$ cat config.mk
export PLATFORM = sky130hd
export DESIGN_NAME = exmem_stage
export DESIGN_NICKNAME = d
export VERILOG_FILES = /design/src/rtl/exmem_stage.sv
export SDC_FILE = /design/constraint.sdc
export NUM_CORES = 1
export LEC_CHECK = 0
export BUFFER_PORTS_ARGS = -buffer_cell sky130_fd_sc_hd__clkbuf_2
export CORE_AREA = 2 2 136 138
export CTS_BUF_LIST = sky130_fd_sc_hd__clkbuf_16
export CTS_CLUSTER_SIZE = 28
export DETAILED_ROUTE_END_ITERATION = 10
export DIE_AREA = 0 0 138 140
export PLACE_DENSITY = 0.7
export SYNTH_ARGS = -nofsm -noshare
export SYNTH_HDL_FRONTEND = slang
export SYNTH_SLANG_ARGS = --single-unit
$ cat constraint.sdc
create_clock -name CLK -period 1.9 [get_ports CLK]
set_clock_uncertainty 0.15 [all_clocks]
set_input_delay 0.095 -clock CLK [delete_from_list [all_inputs] [get_ports CLK]]
set_output_delay 0.095 -clock CLK [all_outputs]
set_load 0.02 [all_outputs]
$ cat src/rtl/exmem_stage.sv
// rtl/exmem_stage.sv - EX/MEM pipeline register that owns the data-cache request handshake
// Optional feature macro: EXMEM_PERF_EN (adds the mem_stall_cnt output)
module exmem_stage #(
  parameter int WORD_W = 32,
  parameter int REG_W  = 5
) (
  input  logic              CLK,
  input  logic              nRST,
  input  logic              exW,
  input  logic              exRST,
  input  logic              excuDRE,
  input  logic              excuDWE,
  input  logic              excuHALT,
  input  logic              exMemToReg,
  input  logic              exWEN,
  input  logic              exJALflag,
  input  logic [REG_W-1:0]  exwsel,
  input  logic [WORD_W-1:0] exaluout,
  input  logic [WORD_W-1:0] exstore,
  input  logic [WORD_W-1:0] exnpc,
  output logic              memcuDRE,
  output logic              memcuDWE,
  output logic              memHALT,
  output logic              memMemToReg,
  output logic              memWEN,
  output logic              memJALflag,
  output logic [REG_W-1:0]  memwsel,
  output logic [WORD_W-1:0] memaluout,
  output logic [WORD_W-1:0] memstore,
  output logic [WORD_W-1:0] memnpc,
  output logic              dmemREN,
  output logic              dmemWEN,
  output logic [WORD_W-1:0] dmemaddr,
  output logic [WORD_W-1:0] dmemstore,
  input  logic              dhit,
  input  logic [WORD_W-1:0] dmemload,
  output logic [WORD_W-1:0] memload,
  output logic              mem_busy
`ifdef EXMEM_PERF_EN
  ,
  output logic [31:0]       mem_stall_cnt
`endif
);

  typedef struct packed {
    logic              dre;
    logic              dwe;
    logic              halt;
    logic              mem2reg;
    logic              wen;
    logic              jal;
    logic [REG_W-1:0]  wsel;
    logic [WORD_W-1:0] aluout;
    logic [WORD_W-1:0] store;
    logic [WORD_W-1:0] npc;
  } exmem_t;

  typedef enum logic [1:0] {
    IDLE = 2'd0,
    REQ  = 2'd1,
    DONE = 2'd2
  } state_t;

  exmem_t            r_mem;
  exmem_t            w_ex;
  state_t            r_state;
  state_t            w_next;
  logic [WORD_W-1:0] r_cap;
  logic              w_req_active;
  logic              w_load;
  logic              w_load_mem;

  assign w_ex = '{dre: excuDRE, dwe: excuDWE, halt: excuHALT, mem2reg: exMemToReg,
                  wen: exWEN, jal: exJALflag, wsel: exwsel, aluout: exaluout,
                  store: exstore, npc: exnpc};

  // A halted stage never talks to the cache, even if the FSM was left in REQ.
  assign w_req_active = (r_state == REQ) && !r_mem.halt;
  assign mem_busy     = w_req_active && !dhit;
  assign w_load       = exW && !mem_busy && !r_mem.halt;
  assign w_load_mem   = !exRST && (excuDRE || excuDWE);

  always_comb begin
    w_next = r_state;
    if (r_mem.halt) begin
      w_next = r_state;
    end else if (w_load) begin
      w_next = w_load_mem ? REQ : IDLE;
    end else if ((r_state == REQ) && dhit) begin
      w_next = DONE;
    end
  end

  always_ff @(posedge CLK or negedge nRST) begin
    if (!nRST) begin
      r_state <= IDLE;
    end else begin
      r_state <= w_next;
    end
  end

  always_ff @(posedge CLK or negedge nRST) begin
    if (!nRST) begin
      r_mem <= '0;
    end else if (w_load) begin
      r_mem <= exRST ? '0 : w_ex;
    end
  end

  // Capture is independent of w_load so a same-edge advance still keeps the data.
  always_ff @(posedge CLK or negedge nRST) begin
    if (!nRST) begin
      r_cap <= '0;
    end else if (w_req_active && dhit && r_mem.dre) begin
      r_cap <= dmemload;
    end
  end

  // Load wins when both enables are set; the write request is suppressed.
  assign dmemREN   = w_req_active && r_mem.dre;
  assign dmemWEN   = w_req_active && r_mem.dwe && !r_mem.dre;
  assign dmemaddr  = r_mem.aluout;
  assign dmemstore = r_mem.store;
  assign memload   = (w_req_active && dhit) ? dmemload : r_cap;

  assign memcuDRE    = r_mem.dre;
  assign memcuDWE    = r_mem.dwe;
  assign memHALT     = r_mem.halt;
  assign memMemToReg = r_mem.mem2reg;
  assign memWEN      = r_mem.wen;
  assign memJALflag  = r_mem.jal;
  assign memwsel     = r_mem.wsel;
  assign memaluout   = r_mem.aluout;
  assign memstore    = r_mem.store;
  assign memnpc      = r_mem.npc;

`ifdef EXMEM_PERF_EN
  logic [31:0] r_stall_cnt;

  always_ff @(posedge CLK or negedge nRST) begin
    if (!nRST) begin
      r_stall_cnt <= '0;
    end else if (mem_busy && (r_stall_cnt != 32'hFFFF_FFFF)) begin
      r_stall_cnt <= r_stall_cnt + 32'd1;
    end
  end

  assign mem_stall_cnt = r_stall_cnt;
`endif

endmodule

Word level (Yosys, flattened, before mapping)
Cells that the tools add are included.
{ "classes": {"eq_ne": 1, "n_mux": 5, "n_bitwise": 1, "n_reduce_logical": 19} }
{ "op_table": {"columns": ["cell", "count"], "rows": [
  ["107-bit 2-to-1 mux", 1],
  ["32-bit 2-to-1 mux", 1],
  ["1-bit logical AND", 11],
  ["1-bit zero test", 5],
  ["2-bit 2-to-1 mux", 2],
  ["2-bit by 1-bit == test with 1-bit output (second input constant)", 1],
  ["2-bit AND reduction", 1],
  ["2-bit nonzero test", 1],
  ["1-bit logical OR", 1],
  ["1-bit 2-to-1 mux", 1],
  ["1-bit NOT", 1]
]} }
{ "word_totals": {"ff_bits": 141, "inputBits": 144} }

Depth between registers and ports, before layout
Gate-level depths: netlist of the first run.
{ "logic_depth": {"ltp_word": 8, "depth_mapped": 6, "depth_no_buf": 3} }

Worst setup path before layout of the first run
OpenSTA, ideal clock, no wires.
{ "synth_path": {"kind": "flip-flop to flip-flop", "from": "register r_mem (netlist bit memHALT)", "to": "register r_cap[10]", "setup_time_ns": 0.125, "arrival_time_ns": 1.480, "path_slack_ns": 0.145, "stages_incl_launch_ff": 6, "path_buffers": 2, "period_less_slack_ns": 1.755, "path_cell_list": "dfrtp_1 nor3b_2 and3_1 buf_2 buf_6 mux2_2"} }
{ "synth_via": {"elab_chain_len": 4} }
{ "synth_rtl": {"columns": ["element", "line_no", "source"], "rows": [
  ["start: declaration", "64", "exmem_t r_mem;"],
  ["start signal: assignment", "106", "r_mem <= exRST ? '0 : w_ex;"],
  ["1-bit zero test", "78", "assign w_req_active = (r_state == REQ) && !r_mem.halt;"],
  ["1-bit logical AND", "78", null],
  ["1-bit logical AND (2 in series)", "114", "end else if (w_req_active && dhit && r_mem.dre) begin"],
  ["end signal: assignment", "115", "r_cap <= dmemload;"],
  ["end: declaration", "68", "logic [WORD_W-1:0] r_cap;"]
]} }
No other way between the ends.
A chain may end at the register's enable or synchronous reset.

Worst setup path after layout of the first run
{ "layout_path": {"from": "register r_mem (netlist bit memHALT)", "to": "output port memload[13]"} }
{ "layout_via": {"elab_chain_len": 4} }
{ "layout_rtl": {"columns": ["element", "line_no", "source"], "rows": [
  ["1-bit zero test", "78", null],
  ["1-bit logical AND", "78", null],
  ["1-bit logical AND", "124", "assign memload = (w_req_active && dhit) ? dmemload : r_cap;"],
  ["32-bit 2-to-1 mux", "124", null],
  ["end: declaration", "37", "output logic [WORD_W-1:0] memload,"]
]} }
No other way between the ends.

==> results of run 1 <==
## synthesized netlist by cell type
cell type / number
mux2_1: 1
o311ai_2: 1
and3b_1: 1
o21ai_0: 1
buf_6: 3
o21a_1: 1
nand2b_1: 2
nor4bb_1: 1
mux2_2: 162
inv_1: 2
nor2b_1: 97
clkbuf_1: 10
and2b_1: 10
buf_2: 3
mux2i_1: 1
buf_12: 2
dfrtp_1: 141
and3_1: 1
o21bai_1: 1
buf_4: 78
nor3b_2: 1
mux2_4: 7
and2_1: 1
## metal layers
metal / wire (um) / global-route usage
met1: 9030 / 0.232
met2: 11400 / 0.357
met3: 1340 / 0.0530
met4: 674 / 0.0892
met5: 0 / 0
## power groups by stage
stage	logic, mW	registers (mW)	clock network (mW)
floorplan	0.112	3.06	0
global placement	0.360	3.06	0
detailed placement	0.363	3.06	0
CTS	0.598	3.00	3.73
global route	0.675	3.00	3.88
finish	0.622	3.00	3.69
## what timing repair did
| action | 4_1_cts | 5_1_grt |
|---|---|---|
| setup endpoints to repair | 35 | 167 |
| resized for setup | 49 | 137 |
| hold endpoints to repair | 281 | 0 |
| gates cloned | 2 | 9 |
| setup buffers | 6 | 5 |
| hold buffers | 141 | 0 |
| pin swaps | 1 | 2 |
## critical path, stage by stage (launching register included)
cell and delay [ns]:
dfrtp_1 0.42, nor4bb_4 0.33, buf_6 0.17, buf_8 0.15, mux2_2 0.34, clkbuf_2 0.16
## cells by family (layout without fill, tap and decap cells)
family,Yosys count,in the layout,synth area share
compound gates,4,4,0.00520
buf+inv,98,563,0.103
flops,141,141,0.506
mux,171,171,0.280
other cells,0,2,0
simple gates,114,114,0.106
## metrics by stage
| stage | power, mW | setup slack, ns | utilization |
|---|---|---|---|
| finish | 7.31 | -0.335 | 0.650 |
| global placement | 3.42 | 0.0660 | 0.482 |
| detailed placement | 3.42 | 0.0195 | 0.482 |
| global route | 7.56 | -0.426 | 0.650 |
| floorplan | 3.17 | 0.145 | - |
| CTS | 7.33 | -0.360 | 0.616 |
## final cells by class
type                    count  area (sq um)  area share
diodes                      2          5.00    0.000433
clock buffers              17           425      0.0368
clock inverters            14           216      0.0187
inverters                   2          10.0    0.000866
multi-input cells         289          3030       0.262
flip-flops and latches    141          3530       0.305
well taps                 229           287      0.0248
repair buffers            530          4060       0.351
## worst min-delay path by stage
stage | from | endpoint | slack (ns) | cells after the start
detailed placement | nRST | r_cap[11] | -0.08 | 1
finish | nRST | r_cap[11] | 0.03 | 2
CTS | nRST | r_cap[11] | 0.06 | 2
floorplan | nRST | dmemaddr[0] | -0.35 | 0
global placement | nRST | r_cap[11] | -0.08 | 1
global route | nRST | r_cap[11] | 0.08 | 2
## sequential cells by signal (all words and copies together), names as in the netlist
register and count:
dmemaddr 32, dmemstore 32, memnpc 32, r_cap 32, memwsel 5, r_state 2
memHALT 1, memJALflag 1, memMemToReg 1, memWEN 1, memcuDRE 1, memcuDWE 1
==> impl_metrics.ini, run 1 <==
[status]
status = complete, but fails checks
violations = setup timing

[sta]
period_needed_ns = 2.23
slew_headroom = 0.678
fmax_mhz = 447
drv_slew = 0
holdWs_ns = 0.0317
hold_viol = 0
setup_slack_ns = -0.335
setup_viol = 66
rsz0062_at_grt = yes
final.setup.tns_ns = -10.37
fin_crit_sh = 1.18
tightest_slew_ns = 0.484

[min_path]
hold_path.class = in2async

[floorplan]
ios = 350
start_util = 0.392
core_area_sq_um = 17800
die_h_um = 140
die_area_sq_um = 19300
num_rows = 49
die_w_um = 138

[cells_and_area]
fillCellCount = 1264
finalNonFillerCells = 1224
final_cell_area_sq_um = 11600
drive_gt1_frac = 0.600
layout_commonest_cell = clkbuf_2
most-common-layout-cells = 316 x clkbuf_2, 141 x dlygate4sd3_1, 140 x dfrtp_1
final_nets = 1125
syn_to_final_growth_pct = 65.8

[clock_network]
cts_htree_levels = 4
path_clk_slew_ns = 0.06
cts_tree = yes
cts_root_buf = clkbuf_16
clk_path_buf_depth = 2
cts-buffers-inserted = 17
insertion_delay_ns = 0.42
cts_sinks = 141

[setup_path]
critical_path_class = reg2out
rrSetupSlack_ns = -0.06
critPathMaxFanout = 8
startpoint_type = flop
crit_start = memHALT
crit_path_end_kind = output port
r2r-start = memHALT
endpoint = memload[13]
r2r-end = r_cap[6]
r2r_cells = 6
required_ns = 1.65
arrival_ns = 1.99

[power_and_ir_drop]
p_switching_mw = 1.60
p_per_area_nw_per_um2 = 633
power.leakage_nw = 6.32
seq_power_share = 0.410
power_frac_comb = 0.085
power_switching_share = 0.219
clkPwrFrac = 0.504
p_int_mw = 5.71
vdd_drop_max_mv = 0.573

[place]
io_buffers = 349
placed_cells_incl_taps = 1030
place_area_sq_um = 8580
dpl.hpwl_mm = 12.1
place.gp.congestion = 0.802

[route]
drt_iter0_markers = 226
totalWireLength_mm = 22.5
via_per_inst = 4.71
first_pass_iters = 6
drc = 0
num_vias = 5770
routedWlPerCell_um = 18.4
postRouteAntennaNets = 0

[logic_synthesis]
avgSynthCellArea_sq_um = 13.2
synth_cell_types = 23
yosysWarnings = 0
netlist_area_sq_um = 6970
synth_area_leaders = dfrtp_1 51%, mux2_2 26%, nor2b_1 8.7%, buf_4 8.4%, mux2_4 1.5%
syn_nets = 672
synth_top_area_cell = dfrtp_1
ys_seq_area_frac = 0.506
synth_top_area_share = 0.506
syn_inst = 528
ys_ff_latch = 141

[grt]
grt_pass1_vias = 5986
antenna_found_initial = 2
grt_pass1_wl_mm = 31.5
grt_start_max_net_pins = 57
grt_overflow = 0
grt_use_total = 0.202

[run]
cap_violations = 0
Note: power is estimated with default switching activity, not from simulation.
==> inputs of run 2 (changes only) <==
--- a/config.mk
+++ b/config.mk
@@ -12,6 +12,7 @@
 export DETAILED_ROUTE_END_ITERATION = 10
 export DIE_AREA = 0 0 138 140
 export PLACE_DENSITY = 0.7
+export SKIP_LAST_GASP = 1
 export SYNTH_ARGS = -nofsm -noshare
 export SYNTH_HDL_FRONTEND = slang
 export SYNTH_SLANG_ARGS = --single-unit
==> constraint.sdc (replaced) <==
create_clock -name CLK -period 1.9 [get_ports CLK]
set_clock_uncertainty 0.15 [all_clocks]
set_input_delay 0.19 -clock CLK [delete_from_list [all_inputs] [get_ports CLK]]
set_output_delay 0.19 -clock CLK [all_outputs]
set_load 0.02 [all_outputs]
==> run 2 against run 1 <==
  * The run still ends with setup timing left
  * Final area down 0.61%
  * Via count increased by 0.69%
  * Worst setup slack lost 0.060 ns
  * Sequential power about the same
  * Critical endpoint is now memload[20]
  * Highest routed layer unchanged
  * Wire length rose by 0.77%
  * Critical path type unchanged
  * Clock-buffer cell count is the same
  * Cell count down 0.74%
  * Combinational power down 2%
==> impl_metrics.ini, run 2 (synthesized netlist as in run 1, its figures left out) <==
[sta]
setup_slack_ns = -0.394
rsz0062_at_grt = yes
drv_slew = 0
tightest_slew_ns = 0.385
hold_viol = 0
fin_crit_sh = 1.21
slew_headroom = 0.743
period_needed_ns = 2.29
setup_viol = 39
fmax_mhz = 436

[floorplan]
core_area_sq_um = 17800
die_h_um = 140
ios = 350
die_area_sq_um = 19300
start_util = 0.392
die_w_um = 138
num_rows = 49

[power_and_ir_drop]
power.leakage_nw = 6.32
vdd_drop_max_mv = 0.568
seq_power_share = 0.432
p_switching_mw = 1.62
power_mw = 6.95
p_per_area_nw_per_um2 = 605
power_switching_share = 0.234
p_int_mw = 5.33
clkPwrFrac = 0.480
power_frac_comb = 0.088

[run]
cap_violations = 0

[setup_path]
critPathMaxFanout = 8
crit_path_end_kind = output port
path_buf_inv = 3
critical_path_class = reg2out
startpoint_type = flop
path_cells = nor4bb_4, buf_4, clkbuf_16, mux2_4, buf_6
required_ns = 1.56
cp_top_family = buffers and inverters
max_stage_delay_ns = 0.40
crit_slowest_cell = dfrtp_1
arrival_ns = 1.95

[route]
via_per_inst = 4.78
routedWlPerCell_um = 18.6
drc = 0
postRouteAntennaNets = 0
num_vias = 5810
first_pass_iters = 4
drt_iter0_markers = 177
totalWireLength_mm = 22.7

[cells_and_area]
n_antenna_cell = 0
finalNonFillerCells = 1215
final_nets = 1117
layout_commonest_cell = clkbuf_2
syn_to_final_growth_pct = 64.8
most-common-layout-cells = 312 x clkbuf_2, 141 x dfrtp_1, 134 x dlygate4sd3_1
drive_gt1_frac = 0.602

[grt]
grt_overflow = 0
grt_use_total = 0.196
antenna_found_initial = 0
grt_pass1_wl_mm = 30.8
grt_pass1_vias = 5992
grt_start_max_net_pins = 60

[status]
status = complete, but fails checks
violations = setup timing

[clock_network]
cts-buffers-inserted = 17
cts_tree = yes
insertion_delay_ns = 0.41
cts_sinks = 141
clk_path_buf_depth = 2
cts_htree_levels = 4
cts_root_buf = clkbuf_16
path_clk_slew_ns = 0.06

[place]
place.gp.congestion = 0.804
dpl.hpwl_mm = 12.3
placed_cells_incl_taps = 1032
io_buffers = 349

[min_path]
hold_path.class = in2reg
[run 2: cell types whose count changed in the layout (fill, tap and decap cells not counted), sizes merged]
cell | previous run | this run
bufinv | 5 | 2
inv | 6 | 7
clkbuf | 343 | 337
clkinv | 2 | 6
diode | 2 | 0
clkinvlp | 3 | 2
buf | 63 | 68
dlygate4sd3 | 141 | 134
[run 2: final cells by class]
type	instances	area [sq um]
repair buffers	522	3970
well taps	229	287
flip-flops and latches	141	3530
clock buffers	17	425
inverters	2	7.51
fillers	1247	6290
clock inverters	15	161
multi-input cells	289	3120
[run 2: tightest hold or removal path, stage by stage]
cell,delay (ns)
clkbuf_2,0.07
nor2b_1,0.13
mux2_4,0.15
[run 2: final timing paths]
kind | from | endpoint | slack (ns) | depth (start not counted)
max | memHALT | memload[20] | -0.39 | 5
min | exaluout[7] | dmemaddr[7] | 0.003 | 3
max reg2reg | r_state[1] | dmemstore[4] | -0.01 | 6
min reg2reg | memwsel[2] | memwsel[2] | 0.35 | 1
max in group asynchronous | nRST | memwsel[3] | 0.92 | 3
min in group asynchronous | nRST | r_cap[11] | 0.11 | 2
[run 2: through the flow]
stage	util	setup WS [ns]	hold slack (ns)	instance area, sq um	setup TNS, ns
2_1_floorplan	-	0.0749	-0.256	6970	0
3_3_place_gp	0.484	0.0417	-0.0307	8610	0
3_5_place_dp	0.484	0.0229	-0.0297	8610	0
4_1_cts	0.594	-0.444	0.00129	10600	-14.01
5_1_grt	0.646	-0.443	0.0152	11500	-16.22
6_report	0.646	-0.394	0.00288	11500	-12.23
[run 2: per-layer routing]
layer	track usage	vias to the layer above	wire length [um]
li1	-	2594	-
met1	0.221	2897	8780
met2	0.352	268	11800
met3	0.0568	51	1380
met4	0.0725	0	733
met5	0	-	0
[run 2: power by group through the flow]
stage / logic, mW / registers (mW) / clock network [mW]
2_1_floorplan: 0.112 / 3.06 / 0
3_3_place_gp: 0.361 / 3.06 / 0
3_5_place_dp: 0.367 / 3.06 / 0
6_report: 0.612 / 3.00 / 3.34
4_1_cts: 0.589 / 3.00 / 3.41
5_1_grt: 0.667 / 3.00 / 3.54
[run 2: repair_timing]
action                                  CTS  global route
endpoints found under the setup margin   35           117
hold endpoints to repair                274             0
pin swaps                                 1             3
gates resized for setup                   6           221
cloned                                    0            11
setup buffers                             1             7
hold buffers                            134             0
